<file path="config.mk">
export PLATFORM = sky130hd
export DESIGN_NAME = cache_arbiter
export DESIGN_NICKNAME = d
export VERILOG_FILES = /design/src/rtl/cache_arbiter.sv
export SDC_FILE = /design/constraint.sdc
export NUM_CORES = 1
export LEC_CHECK = 0
export CORE_AREA = 4 4 541 543
export DETAILED_ROUTE_END_ITERATION = 8
export DIE_AREA = 0 0 545 547
export GPL_ROUTABILITY_DRIVEN = 0
export HOLD_SLACK_MARGIN = 0.05
export SYNTH_ARGS = -nofsm -noshare
export SYNTH_HDL_FRONTEND = slang
export SYNTH_SLANG_ARGS = --single-unit
</file>
<file path="constraint.sdc">
create_clock -name clk -period 25.5 [get_ports clk]
set_input_delay 5.1 -clock clk [delete_from_list [all_inputs] [get_ports clk]]
set_output_delay 5.1 -clock clk [all_outputs]
set_load 0.05 [all_outputs]
</file>
<file path="src/rtl/cache_arbiter.sv">
// Round-robin arbiter sharing one physical-memory port between an I-cache and a D-cache.
// One transfer at a time; the granted request's command, address and data are latched at grant.
module cache_arbiter #(
    parameter int unsigned ADDR_W = 32,
    parameter int unsigned LINE_W = 256
) (
    input  logic              clk,
    input  logic              rst,

    input  logic              icache_read,
    input  logic [ADDR_W-1:0] icache_address,
    output logic              icache_resp,
    output logic [LINE_W-1:0] icache_rdata,

    input  logic              dcache_read,
    input  logic              dcache_write,
    input  logic [ADDR_W-1:0] dcache_address,
    input  logic [LINE_W-1:0] dcache_wdata,
    output logic              dcache_resp,
    output logic [LINE_W-1:0] dcache_rdata,

    output logic              pmem_read,
    output logic              pmem_write,
    output logic [ADDR_W-1:0] pmem_address,
    output logic [LINE_W-1:0] pmem_wdata,
    input  logic              pmem_resp,
    input  logic [LINE_W-1:0] pmem_rdata
);

    typedef enum logic [1:0] {
        IDLE    = 2'd0,
        SERVE_I = 2'd1,
        SERVE_D = 2'd2
    } state_e;

    state_e            state_q;
    logic              last_d_q;
    logic [ADDR_W-1:0] addr_q;
    logic [LINE_W-1:0] wdata_q;
    logic              read_q;
    logic              write_q;

    logic i_req_c;
    logic d_req_c;
    logic grant_d_c;
    logic grant_i_c;

    // On a tie the requester that was not served last wins.
    assign i_req_c   = icache_read;
    assign d_req_c   = dcache_read | dcache_write;
    assign grant_d_c = d_req_c & (~i_req_c | ~last_d_q);
    assign grant_i_c = i_req_c & ~grant_d_c;

    always_ff @(posedge clk or posedge rst) begin
        if (rst) begin
            state_q  <= IDLE;
            last_d_q <= 1'b0;
            addr_q   <= '0;
            wdata_q  <= '0;
            read_q   <= 1'b0;
            write_q  <= 1'b0;
        end else begin
            case (state_q)
                IDLE: begin
                    if (grant_d_c) begin
                        // Write wins if both D commands are raised together.
                        state_q  <= SERVE_D;
                        last_d_q <= 1'b1;
                        addr_q   <= dcache_address;
                        wdata_q  <= dcache_wdata;
                        write_q  <= dcache_write;
                        read_q   <= ~dcache_write;
                    end else if (grant_i_c) begin
                        state_q  <= SERVE_I;
                        last_d_q <= 1'b0;
                        addr_q   <= icache_address;
                        write_q  <= 1'b0;
                        read_q   <= 1'b1;
                    end
                end
                SERVE_I, SERVE_D: begin
                    if (pmem_resp) begin
                        state_q <= IDLE;
                        read_q  <= 1'b0;
                        write_q <= 1'b0;
                    end
                end
                default: begin
                    state_q <= IDLE;
                    read_q  <= 1'b0;
                    write_q <= 1'b0;
                end
            endcase
        end
    end

    assign pmem_read    = read_q;
    assign pmem_write   = write_q;
    assign pmem_address = addr_q;
    assign pmem_wdata   = wdata_q;

    // Completion is forwarded only to the owner of the current transfer.
    assign icache_resp  = (state_q == SERVE_I) & pmem_resp;
    assign dcache_resp  = (state_q == SERVE_D) & pmem_resp;
    assign icache_rdata = pmem_rdata;
    assign dcache_rdata = pmem_rdata;

endmodule

</file>
Word level (Yosys, flattened, before mapping)
Cells that the tools add are included.
W data, S select, Z words.
Operators by class
  eq/ne operators: 4
  muxes and demuxes: 14
  bitwise operators: 10
  reductions and logical operators: 6
Operators by type and width (number)
  $mux W32: 2
  $mux W1: 6
  $mux W2: 3
  $reduce_and A2 Y1: 3
  $and A1 B1 Y1: 4
  $not A1 Y1: 4
  $pmux W1 S2: 2
  $pmux W2 S2: 1
  $ne A3 B3 Y1 const B: 1
  $eq A2 B1 Y1 const B: 1
  $eq A2 B2 Y1 const B: 1
  $logic_not A2 Y1: 1
  $ne A2 B2 Y1 const B: 1
  $or A1 B1 Y1: 2
  $reduce_bool A2 Y1: 1
  $reduce_or A2 Y1: 1
Word-level totals
  bits in registers: 293
  bits of input ports: 582
  output and inout port bits: 804
  word-level logic and storage cells: 40

Logic depth before layout (Yosys ltp)
  word-level depth: 8
  mapped depth: 7
  gate-level depth less buffers: 5

Least setup slack after synthesis
No wires, ideal clock.
  path kind: input to output
  start point: input pmem_resp
  end point: output dcache_resp
  arrival time: 5.512 ns
  required time: 20.400 ns
  path slack: 14.888 ns
  stages on the path: 1
  path buffers: 0
  path through: and2_1
On the way
  cells in the longest elaborated chain, start to end: 1
Ends and longest elaborated chain
  start: declaration: RTL line 26  | input logic pmem_resp,
  $and A1 B1 Y1: RTL line 104  | assign dcache_resp = (state_q == SERVE_D) & pmem_resp;
  end: declaration: RTL line 19  | output logic dcache_resp,
Every way passes these cells.

Worst setup path in the final report
  start point: input pmem_resp
  end point: output icache_resp
On the way
  cells in the longest elaborated chain, start to end: 1
Ends and longest elaborated chain
  $and A1 B1 Y1: RTL line 103  | assign icache_resp = (state_q == SERVE_I) & pmem_resp;
  end: declaration: RTL line 12  | output logic icache_resp,
Every way passes these cells.

==> results.md <==
Logic synthesis:
- The cell count after synthesis came out at 1219.
- Of the synthesized area, sequential elements account for 45.6%.
- In this run, synthesis produced a sequential element count of 293.
- A synthesized cell averages 13.2 µm².
- The number of nets handed over by synthesis was 1804.
- The count of cell types in the netlist is 23.
- The cell area that synthesis handed to floorplanning was 16100 µm².
- The number of warnings reported in the yosys synthesis log is 0.

Finish:
- The number of nets in the layout is 1923.
- From synthesis to final layout, the design area changed by 51.3%.
- The post-route netlist has 24.9% of its cells at a drive strength greater than 1.
- The post-route cell area is 24300 µm².

GRT:
- The all-layer global routing usage is 10.1%.
- The via count of the first global-routing pass is 10500.
- The largest net degree at the start of global routing is 127.
- The initial antenna violation count came to 149.
- The sum of overflow across all layers after global routing is 0.
- The first global-routing pass estimated 182 mm of wire.

Worst setup path:
- The reg2reg setup slack is 22.18 ns.
- The worst setup path is launched from an input port.
- STA classifies the critical path endpoint as an output pin.
- The stage delay of the slowest cell on the critical path is 0.94 ns.
- The number of cells on the worst reg-to-reg path is 6.
- The classification of the worst setup path is in -> out.
- The family with the most delay on the worst path is buffers and inverters.
- The worst register-to-register path begins at state_q[0]$_DFFE_PP0P_.
- For this design, the slowest cell found on the critical path is sky130_fd_sc_hd__clkdlybuf4s50_1.
- The number of cells on the critical path is 3.
- Traced cell by cell, the critical path runs through clkdlybuf4s50_1 -> and2_1 -> clkdlybuf4s50_1.
- The critical path data arrival time is 7.16 ns.
- Data on the critical path is required at its endpoint by 20.40 ns.
- The count of buffering cells on the critical path with inverters included is 2.
- Among the stages of the critical path, the cell type that occurs most often is sky130_fd_sc_hd__clkdlybuf4s50_1.
- The most critical setup path has its startpoint at pmem_resp.
- The peak fanout along the critical path is 3.

Timing:
- The setup TNS after final layout is 0 ns.
- The post-route fraction of the period consumed by the critical path is 48.1%.
- Between clock sinks in the finished design, the worst skew comes to 0.0156 ns.
- The peak clock frequency supported by timing is 81.5 MHz.
- The number of setup violations in the final report is 0.
- The slew of the pin with the lowest slew margin is 1.25 ns.
- After layout, the minimum clock period comes to 12.26 ns.
- The hold violation count in the final report is 0.
- Setup repair after global routing left no endpoint under its margin.
- Measured against its own limit, the worst slew margin works out to 16.4%.
- The count of final max-slew check failures is 0.

Hold path:
- The tightest min-delay check is of the reg -> reg type.
- Counting instances, the worst hold path has a depth of 2.
- The worst hold path begins at pmem_address[2]$_DFFE_PP0P_.

Clock network:
- Counting every sink on the clock net gives 293.
- For this design, the CTS-stage hold fixing added 0 buffers.
- The number of gates resized after CTS was 0.
- The clock tree from TritonCTS is done.
- The clock-pin transition on the worst setup and hold timing paths is 0.05 ns.
- The root buffer cell is sky130_fd_sc_hd__clkbuf_16.
- In this run the deepest clock path goes through 3 buffers.
- The later pin in the worst-skew pair is clocked with a latency of 0.62 ns.
- Clock tree synthesis inserted a total of 41 buffers.
- The number of buffers added for setup after CTS is 0.
- The deepest level of the CTS H-tree is 2.

Place:
- The wire-length estimate of the detail-placed layout is 144 mm.
- The cell area reported after detailed placement is 22900 µm².
- Input and output buffers added on the ports amount to 617.

Drt:
- The detailed router finished its first iteration with 409 violations.
- The pre-antenna-repair detailed-routing pass consisted of 4 iterations.
- The final antenna-violating net count is 0.
- After detailed routing, the number of remaining DRC violations is 0.
- Using the TritonRoute via totals, the vias-per-cell ratio works out to 1.95.
- The overall via count from detail_route is 10100.
- In the final routed layout, each cell accounts on average for 30.7 µm.
- The routed design has 159 mm of wire.

Floorplan:
- The area of the placeable core is 288000 µm².
- The top-level I/O count is 1386.
- The initial core utilization is 5.59%.
- The die is 545 µm wide.
- The die outline height is 547 µm.
- The area of the die is 298000 µm².
- The cell row count is 197.

Power:
- The reported net switching power is 2130 µW.
- Sequential cells burn 21.2% of the power.
- The relative contribution of combinational cells to total power is 63.6%.
- The leakage power total is 0.00905 µW.
- IR analysis of the VDD net gives a maximum drop of 0.0000718 V.
- The relative contribution of the clock network to total power is 15.2%.
- The power per standard cell area is 166 nW/µm².
- Of the total power, the share spent switching nets is 52.6%.
- Internal power comes to 1920 µW.

Run:
- The max-capacitance violation count is 0.

Outcome:
- The run finished with clean final reports.
==> synth_stat cells <==
| cell type | count | area share, % |
|---|---|---|
| sky130_fd_sc_hd__a21oi_1 | 1 | 0.031 |
| sky130_fd_sc_hd__and2_1 | 2 | 0.078 |
| sky130_fd_sc_hd__ha_1 | 3 | 0.23 |
| sky130_fd_sc_hd__buf_6 | 24 | 1.7 |
| sky130_fd_sc_hd__mux2_2 | 27 | 1.9 |
| sky130_fd_sc_hd__clkbuf_1 | 2 | 0.047 |
| sky130_fd_sc_hd__dfrtp_1 | 293 | 46 |
| sky130_fd_sc_hd__o31ai_1 | 1 | 0.047 |
| sky130_fd_sc_hd__a21o_1 | 1 | 0.047 |
| sky130_fd_sc_hd__inv_1 | 4 | 0.093 |
| sky130_fd_sc_hd__o21ai_0 | 32 | 1.0 |
| sky130_fd_sc_hd__buf_4 | 515 | 24 |
| sky130_fd_sc_hd__nor4b_1 | 1 | 0.055 |
| sky130_fd_sc_hd__nand2_2 | 1 | 0.039 |
| sky130_fd_sc_hd__a32o_1 | 1 | 0.062 |
| sky130_fd_sc_hd__buf_8 | 2 | 0.19 |
| sky130_fd_sc_hd__a22o_1 | 3 | 0.16 |
| sky130_fd_sc_hd__mux2i_1 | 32 | 2.0 |
| sky130_fd_sc_hd__a2bb2oi_2 | 1 | 0.093 |
| sky130_fd_sc_hd__nand2_1 | 36 | 0.84 |
| sky130_fd_sc_hd__mux2_4 | 229 | 21 |
| sky130_fd_sc_hd__o2bb2ai_2 | 1 | 0.093 |
| sky130_fd_sc_hd__buf_2 | 7 | 0.22 |
==> routing by layer <==
metal	global-route usage, %	up-vias	share of wire (%)
met2	15.5	1245	42
met3	9.83	465	22
met4	3.24	6	4.0
met5	0.353	-	0.084
met1	9.41	4573	32
li1	-	3813	-
==> worst register-to-register path, delay by kind of cell (launching register included) <==
family,cells,cell delay (ns)
and+or+nand+nor,1,0.44
DFF,1,0.39
adders and majority gates,1,0.31
muxes,1,0.51
buffers and inverters,3,1.55
==> sequential cells by signal, indices dropped and copies added (netlist names) <==
register / count
pmem_address: 32
pmem_read: 1
last_d_q: 1
pmem_wdata: 256
pmem_write: 1
state_q: 2
==> final timing paths <==
check,endpoint
max in group asynchronous,pmem_address[0]$_DFFE_PP0P_
min in group asynchronous,pmem_wdata[52]$_DFFE_PP0P_
min,pmem_address[2]$_DFFE_PP0P_
max reg2reg,pmem_wdata[100]$_DFFE_PP0P_
max,icache_resp
min reg2reg,pmem_address[2]$_DFFE_PP0P_
==> stage by stage <==
step	cells	worst slack [ns]	hold WS [ns]	power [µW]	util (%)
6_report	5174	13.24	0.485	4040	8.45
5_1_grt	5151	13.13	0.519	4260	8.43
4_1_cts	5148	13.07	0.494	4130	8.43
3_5_place_dp	5076	13.08	0.476	3480	7.95
3_3_place_gp	5076	13.07	0.468	3460	7.95
2_1_floorplan	1219	12.31	0.492	2520	-
==> cells by family (layout without fill, tap and decap cells) <==
logic type,after synthesis,after routing,synth area share [%]
buf+inv,554,702,26.3
compound gates,41,41,1.53
other cells,0,26,0
fa+ha+maj,3,3,0.234
mux,288,288,25.3
simple gates,40,40,1.01
flops,293,293,45.6
==> layout make-up <==
type	count	area, µm²
timing repair buffer	626	6240
sequential	293	7330
multi-input combinational	372	4550
inverter	4	22.5
tap	3781	4730
clock inverter	18	221
clock buffer	54	1140
antenna	26	65.1
fill	33100	263000
==> power groups by stage <==
stage | clock network (µW) | registers, µW | logic (µW)
final | 614 | 858 | 2570
after floorplan | 0 | 1670 | 850
after global placement | 0 | 851 | 2600
after detailed placement | 0 | 866 | 2610
after CTS | 654 | 860 | 2620
after global routing | 666 | 890 | 2710
==> cells in the final DEF (no fill, tap or decap), types with 6 or more instances in the layout <==
cell type / count
sky130_fd_sc_hd__dfrtp_1: 293
sky130_fd_sc_hd__clkbuf_1: 6
sky130_fd_sc_hd__buf_4: 13
sky130_fd_sc_hd__clkbuf_8: 7
sky130_fd_sc_hd__mux2i_1: 32
sky130_fd_sc_hd__o21ai_0: 32
sky130_fd_sc_hd__nand2_1: 36
sky130_fd_sc_hd__mux2_2: 27
sky130_fd_sc_hd__clkdlybuf4s50_1: 612
sky130_fd_sc_hd__diode_2: 26
sky130_fd_sc_hd__mux2_4: 229
sky130_fd_sc_hd__clkbuf_16: 41
No activity file was read; power rests on OpenSTA's default activity.
